`config.mk`:
```
export PLATFORM = sky130hd
export DESIGN_NAME = wksg_rr_arb_flat
export DESIGN_NICKNAME = d
export VERILOG_FILES = /design/src/rtl/wksg_pkg.sv /design/src/rtl/wksg_rr_arb_if.sv /design/src/rtl/wksg_rr_pick.sv /design/src/rtl/wksg_rr_arb.sv /design/src/flat_wrapper.sv
export SDC_FILE = /design/constraint.sdc
export NUM_CORES = 1
export LEC_CHECK = 0
export CAP_MARGIN = 0
export CORE_MARGIN = 3
export CORE_UTILIZATION = 41
export DETAILED_ROUTE_END_ITERATION = 7
export PLACE_DENSITY = 0.75
export SLEW_MARGIN = 30
export SYNTH_ARGS = -nofsm -noshare
export SYNTH_HDL_FRONTEND = slang
export SYNTH_SLANG_ARGS = --single-unit
```
`constraint.sdc`:
```
create_clock -name clk -period 1.55 [get_ports clk]
set_input_delay 0.31 -clock clk [delete_from_list [all_inputs] [get_ports clk]]
set_output_delay 0.31 -clock clk [all_outputs]
set_load 0.03 [all_outputs]
```
`src/rtl/wksg_pkg.sv`:
```
// Shared constants, FSM state type and sizing helper for the wksg round-robin arbiter.
package wksg_pkg;

  localparam int unsigned WKSG_CODE_REL = 0;
  localparam int unsigned WKSG_CODE_REQ = 1;

  typedef enum logic [0:0] {
    WKSG_IDLE,
    WKSG_BUSY
  } wksg_state_e;

  // Ceil-log2 with a floor of 1 so index vectors never collapse to zero width.
  function automatic int unsigned wksg_clog2(input int unsigned n);
    int unsigned r;
    r = 0;
    for (int unsigned v = n - 1; v > 0; v = v >> 1) r++;
    return (r == 0) ? 1 : r;
  endfunction

endpackage

```
`src/rtl/wksg_rr_arb_if.sv`:
```
// Channel-command / grant bundle between channel controllers (master) and the arbiter (slave).
interface wksg_rr_arb_if
  import wksg_pkg::*;
#(
  parameter int unsigned NUM_CH = 4,
  parameter int unsigned CODE_W = 2
) ();

  localparam int unsigned IDX_W = wksg_clog2(NUM_CH);

  logic [NUM_CH*CODE_W-1:0] code;
  logic [NUM_CH-1:0]        req_flag;
  logic [NUM_CH-1:0]        grant;
  logic [IDX_W-1:0]         grant_idx;
  logic                     grant_valid;
  logic                     timeout_pulse;

  modport master (
    output code,
    input  req_flag, grant, grant_idx, grant_valid, timeout_pulse
  );

  modport slave (
    input  code,
    output req_flag, grant, grant_idx, grant_valid, timeout_pulse
  );

endinterface

```
`src/rtl/wksg_rr_pick.sv`:
```
// Combinational round-robin picker: first set flag at or above ptr, wrapping to channel 0.
module wksg_rr_pick #(
  parameter int unsigned NUM_CH = 4,
  parameter int unsigned IDX_W  = 2
) (
  input  logic [NUM_CH-1:0] flags,
  input  logic [IDX_W-1:0]  ptr,
  output logic [IDX_W-1:0]  pick,
  output logic              any_valid
);

  logic [IDX_W-1:0] cand;
  logic             found;

  // Walking offsets from ptr is the rotate / priority-encode / unrotate chain in one loop.
  always_comb begin
    pick  = '0;
    found = 1'b0;
    cand  = '0;
    for (int unsigned off = 0; off < NUM_CH; off++) begin
      cand = IDX_W'((32'(ptr) + off) % NUM_CH);
      if (!found && flags[cand]) begin
        found = 1'b1;
        pick  = cand;
      end
    end
  end

  assign any_valid = |flags;

endmodule

```
`src/rtl/wksg_rr_arb.sv`:
```
// Round-robin lock-until-release arbiter over NUM_CH command-coded channels.
// Optional forced rotation after MAX_HOLD owner cycles when WKSG_TIMEOUT_EN is defined.
module wksg_rr_arb
  import wksg_pkg::*;
#(
  parameter int unsigned NUM_CH   = 4,
  parameter int unsigned CODE_W   = 2,
  parameter int unsigned MAX_HOLD = 16
) (
  input logic         clk,
  input logic         rst,
  wksg_rr_arb_if.slave bus
);

  localparam int unsigned IDX_W = wksg_clog2(NUM_CH);

  if (NUM_CH < 2 || NUM_CH > 16 || CODE_W < 2 || MAX_HOLD < 2) begin : g_bad_param
    $error("wksg_rr_arb: illegal parameter set");
  end

  wksg_state_e       state_q, state_d;
  logic [NUM_CH-1:0] flag_q, flag_d;
  logic [NUM_CH-1:0] grant_q, grant_d;
  logic [IDX_W-1:0]  idx_q, idx_d;
  logic [IDX_W-1:0]  ptr_q, ptr_d;
  logic [IDX_W-1:0]  pick;
  logic              pick_any;
  logic              take;

`ifdef WKSG_TIMEOUT_EN
  localparam int unsigned HoldW = wksg_clog2(MAX_HOLD);
  logic [HoldW-1:0] cnt_q, cnt_d;
  logic             to_q, to_d;
`endif

  always_comb begin
    flag_d = flag_q;
    for (int unsigned i = 0; i < NUM_CH; i++) begin
      if (bus.code[i*CODE_W +: CODE_W] == CODE_W'(WKSG_CODE_REL)) begin
        flag_d[i] = 1'b0;
      end else if (bus.code[i*CODE_W +: CODE_W] == CODE_W'(WKSG_CODE_REQ)) begin
        flag_d[i] = 1'b1;
      end
    end
  end

  // Masking the owner lets the same picker serve idle, release handoff and forced rotation.
  wksg_rr_pick #(
    .NUM_CH (NUM_CH),
    .IDX_W  (IDX_W)
  ) u_pick (
    .flags     (flag_q & ~grant_q),
    .ptr       (ptr_q),
    .pick      (pick),
    .any_valid (pick_any)
  );

  always_comb begin
    state_d = state_q;
    idx_d   = idx_q;
    ptr_d   = ptr_q;
    take    = 1'b0;
`ifdef WKSG_TIMEOUT_EN
    cnt_d   = cnt_q;
    to_d    = 1'b0;
`endif
    unique case (state_q)
      WKSG_IDLE: begin
        if (pick_any) take = 1'b1;
      end
      WKSG_BUSY: begin
        if (flag_q[idx_q]) begin
`ifdef WKSG_TIMEOUT_EN
          if (cnt_q == HoldW'(MAX_HOLD - 1)) begin
            if (pick_any) begin
              take = 1'b1;
              to_d = 1'b1;
            end
          end else begin
            cnt_d = cnt_q + 1'b1;
          end
`endif
        end else if (pick_any) begin
          take = 1'b1;
        end else begin
          state_d = WKSG_IDLE;
          idx_d   = '0;
`ifdef WKSG_TIMEOUT_EN
          cnt_d   = '0;
`endif
        end
      end
    endcase
    if (take) begin
      state_d = WKSG_BUSY;
      idx_d   = pick;
      ptr_d   = (pick == IDX_W'(NUM_CH - 1)) ? '0 : pick + 1'b1;
`ifdef WKSG_TIMEOUT_EN
      cnt_d   = '0;
`endif
    end
    grant_d = (state_d == WKSG_BUSY) ? ({{(NUM_CH-1){1'b0}}, 1'b1} << idx_d) : '0;
  end

  always_ff @(posedge clk or posedge rst) begin
    if (rst) begin
      state_q <= WKSG_IDLE;
      flag_q  <= '0;
      grant_q <= '0;
      idx_q   <= '0;
      ptr_q   <= '0;
`ifdef WKSG_TIMEOUT_EN
      cnt_q   <= '0;
      to_q    <= 1'b0;
`endif
    end else begin
      state_q <= state_d;
      flag_q  <= flag_d;
      grant_q <= grant_d;
      idx_q   <= idx_d;
      ptr_q   <= ptr_d;
`ifdef WKSG_TIMEOUT_EN
      cnt_q   <= cnt_d;
      to_q    <= to_d;
`endif
    end
  end

  assign bus.req_flag    = flag_q;
  assign bus.grant       = grant_q;
  assign bus.grant_idx   = idx_q;
  assign bus.grant_valid = (state_q == WKSG_BUSY);
`ifdef WKSG_TIMEOUT_EN
  assign bus.timeout_pulse = to_q;
`else
  assign bus.timeout_pulse = 1'b0;
`endif

endmodule

```
`src/flat_wrapper.sv`:
```
// flat-port wrapper written by rule: the top's interface ports become plain ports
module wksg_rr_arb_flat import wksg_pkg::*;
#(
  parameter int unsigned NUM_CH   = 4,
  parameter int unsigned CODE_W   = 2,
  parameter int unsigned MAX_HOLD = 16
)
  (clk, rst, bus_code, bus_req_flag, bus_grant, bus_grant_idx, bus_grant_valid, bus_timeout_pulse);
  wksg_rr_arb_if #(.NUM_CH(NUM_CH), .CODE_W(CODE_W)) bus_i ();
  input logic clk;
  input logic rst;
  input wire logic [$bits(bus_i.code)-1:0] bus_code;
  output wire logic [$bits(bus_i.req_flag)-1:0] bus_req_flag;
  output wire logic [$bits(bus_i.grant)-1:0] bus_grant;
  output wire logic [$bits(bus_i.grant_idx)-1:0] bus_grant_idx;
  output wire logic [$bits(bus_i.grant_valid)-1:0] bus_grant_valid;
  output wire logic [$bits(bus_i.timeout_pulse)-1:0] bus_timeout_pulse;
  assign bus_i.code = bus_code;
  assign bus_req_flag = bus_i.req_flag;
  assign bus_grant = bus_i.grant;
  assign bus_grant_idx = bus_i.grant_idx;
  assign bus_grant_valid = bus_i.grant_valid;
  assign bus_timeout_pulse = bus_i.timeout_pulse;
  wksg_rr_arb #(.NUM_CH(NUM_CH), .CODE_W(CODE_W), .MAX_HOLD(MAX_HOLD)) u_core (.clk(clk), .rst(rst), .bus(bus_i));
endmodule
```
* Word-level counts from Yosys, hierarchy flattened
Index checks and enable logic that the tools add are counted.
** Word-level totals
- Register bits :: 13
- Input port bits :: 10
- Output and inout port bits :: 12
- Word-level logic and storage cells :: 78
** Cells by class
- Add/sub/neg operators :: 4
- Magnitude comparators :: 5
- Equal/unequal tests :: 5
- Shifts and indexed selects :: 1
- Mux-type cells :: 37
- Bitwise operators :: 3
- Reductions and logical operators :: 15
** Operators by type and width (number)
- $mux W1 :: 21
- $mux W2 :: 9
- $lt A2 B3 Y1 const B :: 5
- $bmux W1 S2 :: 5
- $eq A2 B1 Y1 const B :: 4
- $logic_not A2 Y1 :: 4
- $reduce_bool A2 Y1 :: 4
- $add A2 B1 Y2 const B :: 2
- $add A2 B2 Y2 const B :: 2
- $and A4 B4 Y4 :: 1
- $mux W4 :: 1
- $not A4 Y4 :: 1
- $reduce_or A4 Y1 :: 1
- $shl A1 B2 Y4 const A :: 1
- $logic_and A1 B1 Y1 :: 3
- $logic_not A1 Y1 :: 3
- $eq A2 B2 Y1 const B :: 1
- $pmux W1 S2 :: 1
- $not A1 Y1 :: 1

* Depth between registers and ports, before layout
- Depth in word-level cells :: 17
- Mapped depth :: 6
- Gate-level depth less buffers :: 6

* By module
From an unflattened synthesis, not the netlist that was laid out.
** Unflattened totals
- Cell total of the unflattened synthesis :: 67
- Area total of the unflattened synthesis :: 711.9 um^2
** Modules (own cells, without submodules)
- wksg_rr_arb :: instances 1, cells an instance 52, area each 634.4 um^2, sequential area each 325.3 um^2
- wksg_rr_pick :: instances 1, cells an instance 15, area each 77.6 um^2, sequential area each 0.0 um^2

* Worst setup path before layout
Ideal clock, no wire load.
- Path kind :: reg2reg
- Start :: register u_core.idx_q[0] (netlist: u_core.bus.grant_idx[0])
- End :: register u_core.ptr_q[0]
- Data arrival time :: 1602 ps
- Required time :: 1431 ps
- Path slack :: -171 ps
- Stages on the path, launching flop included :: 5
- Path buffers :: 0
- Cell sequence :: dfrtp_1 -> mux4_2 -> a21oi_4 -> nand2_1 -> o21a_1
** On the way
- Cells in the longest elaborated chain, start to end :: 4
** RTL lines
- from (decl) :: RTL line wksg_rr_arb.sv:24 : logic [IDX_W-1:0] idx_q, idx_d;
- from (signal assigned) :: RTL line wksg_rr_arb.sv:120 : idx_q <= idx_d;
- $bmux W1 S2 :: RTL line wksg_rr_arb.sv:72 : if (flag_q[idx_q]) begin
- $mux W1 (implied by the code) :: RTL line wksg_rr_arb.sv:72
- $mux W1 :: RTL line wksg_rr_arb.sv:72
- $pmux W1 S2 :: RTL line wksg_rr_arb.sv:67 : unique case (state_q)
- to (signal assigned) :: RTL line wksg_rr_arb.sv:121 : ptr_q <= ptr_d;
- to (decl) :: RTL line wksg_rr_arb.sv:25 : logic [IDX_W-1:0] ptr_q, ptr_d;
Every way passes these cells. The select of a mux whose other input is x is not followed.
A chain may end at the register's enable or synchronous reset.

* Worst setup path in the final report
- Start :: register u_core.flag_q[0] (netlist: u_core.bus.req_flag[0])
- End :: register u_core.ptr_q[1]
** On the way
- Cells in the longest elaborated chain, start to end :: 15
** RTL lines
- from (decl) :: RTL line wksg_rr_arb.sv:22 : logic [NUM_CH-1:0] flag_q, flag_d;
- from (signal assigned) :: RTL line wksg_rr_arb.sv:118 : flag_q <= flag_d;
- $and A4 B4 Y4 :: RTL line wksg_rr_arb.sv:52 : .flags (flag_q & ~grant_q),
- $bmux W1 S2 :: RTL line wksg_rr_pick.sv:22 : if (!found && flags[cand]) begin
- $mux W1 (implied by the code) :: RTL line wksg_rr_pick.sv:22
- $mux W1 :: RTL line wksg_rr_pick.sv:22
- $logic_not A1 Y1 :: RTL line wksg_rr_pick.sv:22
- $logic_and A1 B1 Y1 :: RTL line wksg_rr_pick.sv:22
- $mux W1 :: RTL line wksg_rr_pick.sv:22
- $logic_not A1 Y1 :: RTL line wksg_rr_pick.sv:22
- $logic_and A1 B1 Y1 :: RTL line wksg_rr_pick.sv:22
- $mux W1 :: RTL line wksg_rr_pick.sv:22
- $logic_not A1 Y1 :: RTL line wksg_rr_pick.sv:22
- $logic_and A1 B1 Y1 :: RTL line wksg_rr_pick.sv:22
- $mux W2 :: RTL line wksg_rr_pick.sv:22
- $add A2 B1 Y2 or $eq A2 B2 Y1 (tied branches) :: RTL line wksg_rr_arb.sv:97 : ptr_d = (pick == IDX_W'(NUM_CH - 1)) ? '0 : pick + 1'b1;
- $mux W2 :: RTL line wksg_rr_arb.sv:97
Several ways; a longest one is shown, not always the timed one. The select of a mux whose other input is x is not followed.

==> metrics.md <==
| Metric | Value |
|---|---|
| PD cells | `roughly 1900 nW/um^2` |
| Worst R2R Setup Slack | `-0.04 ns` |
| WS Path Type | `reg -> reg` |
| Synth top area cells | `dfrtp_1 (44%), mux2_2 (6.0%), a21oi_1 (4.7%)` |
| Input/output buffers | `20` |
| Leakage power | `~0.5 nW` |
| Post-Synthesis Mean Instance Area | `between 10 and 15 sq um` |
| Syn Inst Count | `71` |
| Max Fclk | `628 MHz` |
| Num CTS Buffers | `3` |
| Predominant post-synthesis flop cell | `dfrtp_1` |
| GR Overflow Total | `0` |
| Die area | `2370 sq um` |
| Layout cells sized above 1 | `0.419` |
| Startpoint Class | `flip-flop` |
| Post-synth top area cell | `dfrtp_1` |
| Die height | `48.6 um` |
| Final setup fails | `5` |
| Worst-case reg-to-reg path depth | `5` |
| Total GRT Usage | `0.180` |
| Dpl ws | `-0.103 ns` |
| Min-Delay Path Class | `in -> async` |
| Register bit count reported by yosys | `13` |
| Initial Utilization | `0.463` |
| H-tree Lvls | `1` |
| Max-slew violation count | `0` |
| Drt pass-1 iters | `4` |
| # IOs | `22` |
| Commonest non-fill, non-tap cell in the layout | `buf_4` |
| Yosys Warn Count | `0` |
| Max Buffers Root-to-Sink | `2` |
| Most frequent cells in the layout | `buf_4 (11), clkdlybuf4s50_1 (9), dlygate4sd2_1 (9)` |
| First-pass GRT wire length | `3260 um` |
| Final Skew | `0.00664 ns` |
| Post-synth EDFFs | `0` |
| Nets@finish | `116` |
| Root Buffer | `clkbuf_4` |
| Post-Route WL | `1950 um` |
| CTS sink cnt | `13` |
| WP data arrival | `between 1.5 and 2 ns` |
| Dpl cells | `122` |
| Die extent in x | `48.6 um` |
| Maximum vdd ir drop | `0.00106 V` |
| Crit-path max FO | `4` |
| # diodes | `0` |
| Ys async rst share | `1.00` |
| Gpl congestion | `0.839` |
| Clock-pin slew on the worst setup and hold paths | `~0.090 ns` |
| Vias in the first global route | `~700` |
| Initial antenna violation count | `0` |
| Failing checks | `setup timing` |
| # rows | `14` |
| CTS tree | `done` |
| Yosys cell types | `30` |
| Tcrit/Tclk final | `1.03` |
| Drc violations | `0` |
| Status | `finished, violations left` |
| Core footprint | `1610 sq um` |
| Setup ws final | `-0.0415 ns` |
| 1st-iter DRT viols | `11` |
| Unrepaired setup endpoints after global routing | `true` |
| Critical Path Sink Type | `flip-flop` |
| Post-Layout Cell Count | `129` |
| Synth Net Count | `81` |
| Fraction of the yosys area taken by sequential cells | `0.436` |
| Max-cap viol count | `0` |
| Clk Latency, worst-skew pair | `0.29 ns` |
| Detailed-route via count | `681` |
| Routed vias/inst | `5.28` |
| Post-DP HPWL | `roughly 1400 um` |
| Total count of hold-check failures in the final report | `0` |
| Fill cells | `140` |
| Synthesized area | `746 sq um` |
| Drt wl/cell | `15.1 um` |
| Antenna Nets Post-Route | `0` |
| Pin count of the biggest net entering global routing | `14` |
| Area Overhead vs Synth | `49.3%` |
| Area share of the largest cell type after synthesis | `0.436` |
| Worst path required time | `1.72 ns` |
| Final min period | `1.59 ns` |
[metrics by stage]
step / utilization / power [mW] / setup TNS (ns) / hold slack [ns] / area (sq um)
finish: 0.691 / 2.10 / -0.159 / 0.340 / 1110
global route: 0.691 / 2.25 / -0.545 / 0.379 / 1110
CTS: 0.688 / 2.04 / -0.0168 / 0.361 / 1110
detailed placement: 0.647 / 1.77 / -0.378 / 0.546 / 1040
global placement: 0.647 / 1.74 / -0.223 / 0.534 / 1040
floorplan: - / 1.37 / -0.310 / 0.187 / 756
[cells by family (layout without fill, tap and decap cells)]
family,Yosys count,after routing,share of synthesized area
flops,13,13,0.436
mux,7,7,0.117
xor+xnor,1,1,0.0117
buf+inv,7,40,0.0403
compound gates,21,22,0.206
simple gates,21,21,0.183
other cells,1,1,0.00503
[area by class of cell]
class / instances / area, sq um / share of cell area
multi-input combinational: 52 / 444 / 0.399
sequential: 13 / 333 / 0.299
timing repair buffer: 31 / 262 / 0.235
tap: 24 / 30.0 / 0.0270
clock buffer: 4 / 26.3 / 0.0236
inverter: 5 / 18.8 / 0.0169
[power by group]
part / switching, mW / total [mW] / internal, mW
Sequential: 0.103 / 0.565 / 0.461
Combinational: 0.737 / 1.31 / 0.574
Clock: 0.121 / 0.221 / 0.100
[registers in the layout (all words and copies together), names as in the netlist]
signal / count
u_core.bus.req_flag: 4
u_core.bus.grant: 4
u_core.ptr_q: 2
u_core.bus.grant_idx: 2
u_core.bus.grant_valid: 1
[cell usage after synthesis (2+ instances only)]
cell and instances:
and2b_1 2, inv_1 5, nor2b_2 2, nand2_1 6, a221oi_1 2, mux2_2 4
o21a_1 2, a21oi_1 7, mux2i_1 2, dfrtp_1 13, nand2b_1 5, nand3b_1 2
nor2_1 2
[path summary, 6_finish.rpt]
| path | from | endpoint |
|---|---|---|
| setup reg to reg | u_core.bus.req_flag[0] | u_core.ptr_q[1] |
| hold reg to reg | u_core.ptr_q[0] | u_core.ptr_q[0] |
| hold / removal | rst | u_core.bus.req_flag[1] |
| min in group clk | u_core.ptr_q[0] | u_core.ptr_q[0] |
| max in group asynchronous | rst | u_core.bus.grant[2] |
| setup / recovery | u_core.bus.req_flag[0] | u_core.ptr_q[1] |
[worst max-delay path: stages (launching register included)]
cell,delay [ns]
dfrtp_2,0.42
and2b_2,0.24
a221oi_2,0.32
o22a_2,0.28
xnor2_2,0.13
a21oi_1,0.09
[repair_timing]
action                                  CTS  global route
buffers inserted                          2             0
hold buffers                              0             0
pin swaps                                 4             4
cloned                                    1             0
endpoints found under the setup margin   19            10
gates resized for setup                  18             7
[routing by layer]
metal | up-vias | GRT usage | wire length (um)
li1 | 322 | - | -
met3 | 7 | 0.0460 | 97
met1 | 330 | 0.206 | 830
met5 | - | 0 | 0
met2 | 22 | 0.296 | 964
met4 | 0 | 0.118 | 57
Power figures use the tool's default switching activity.
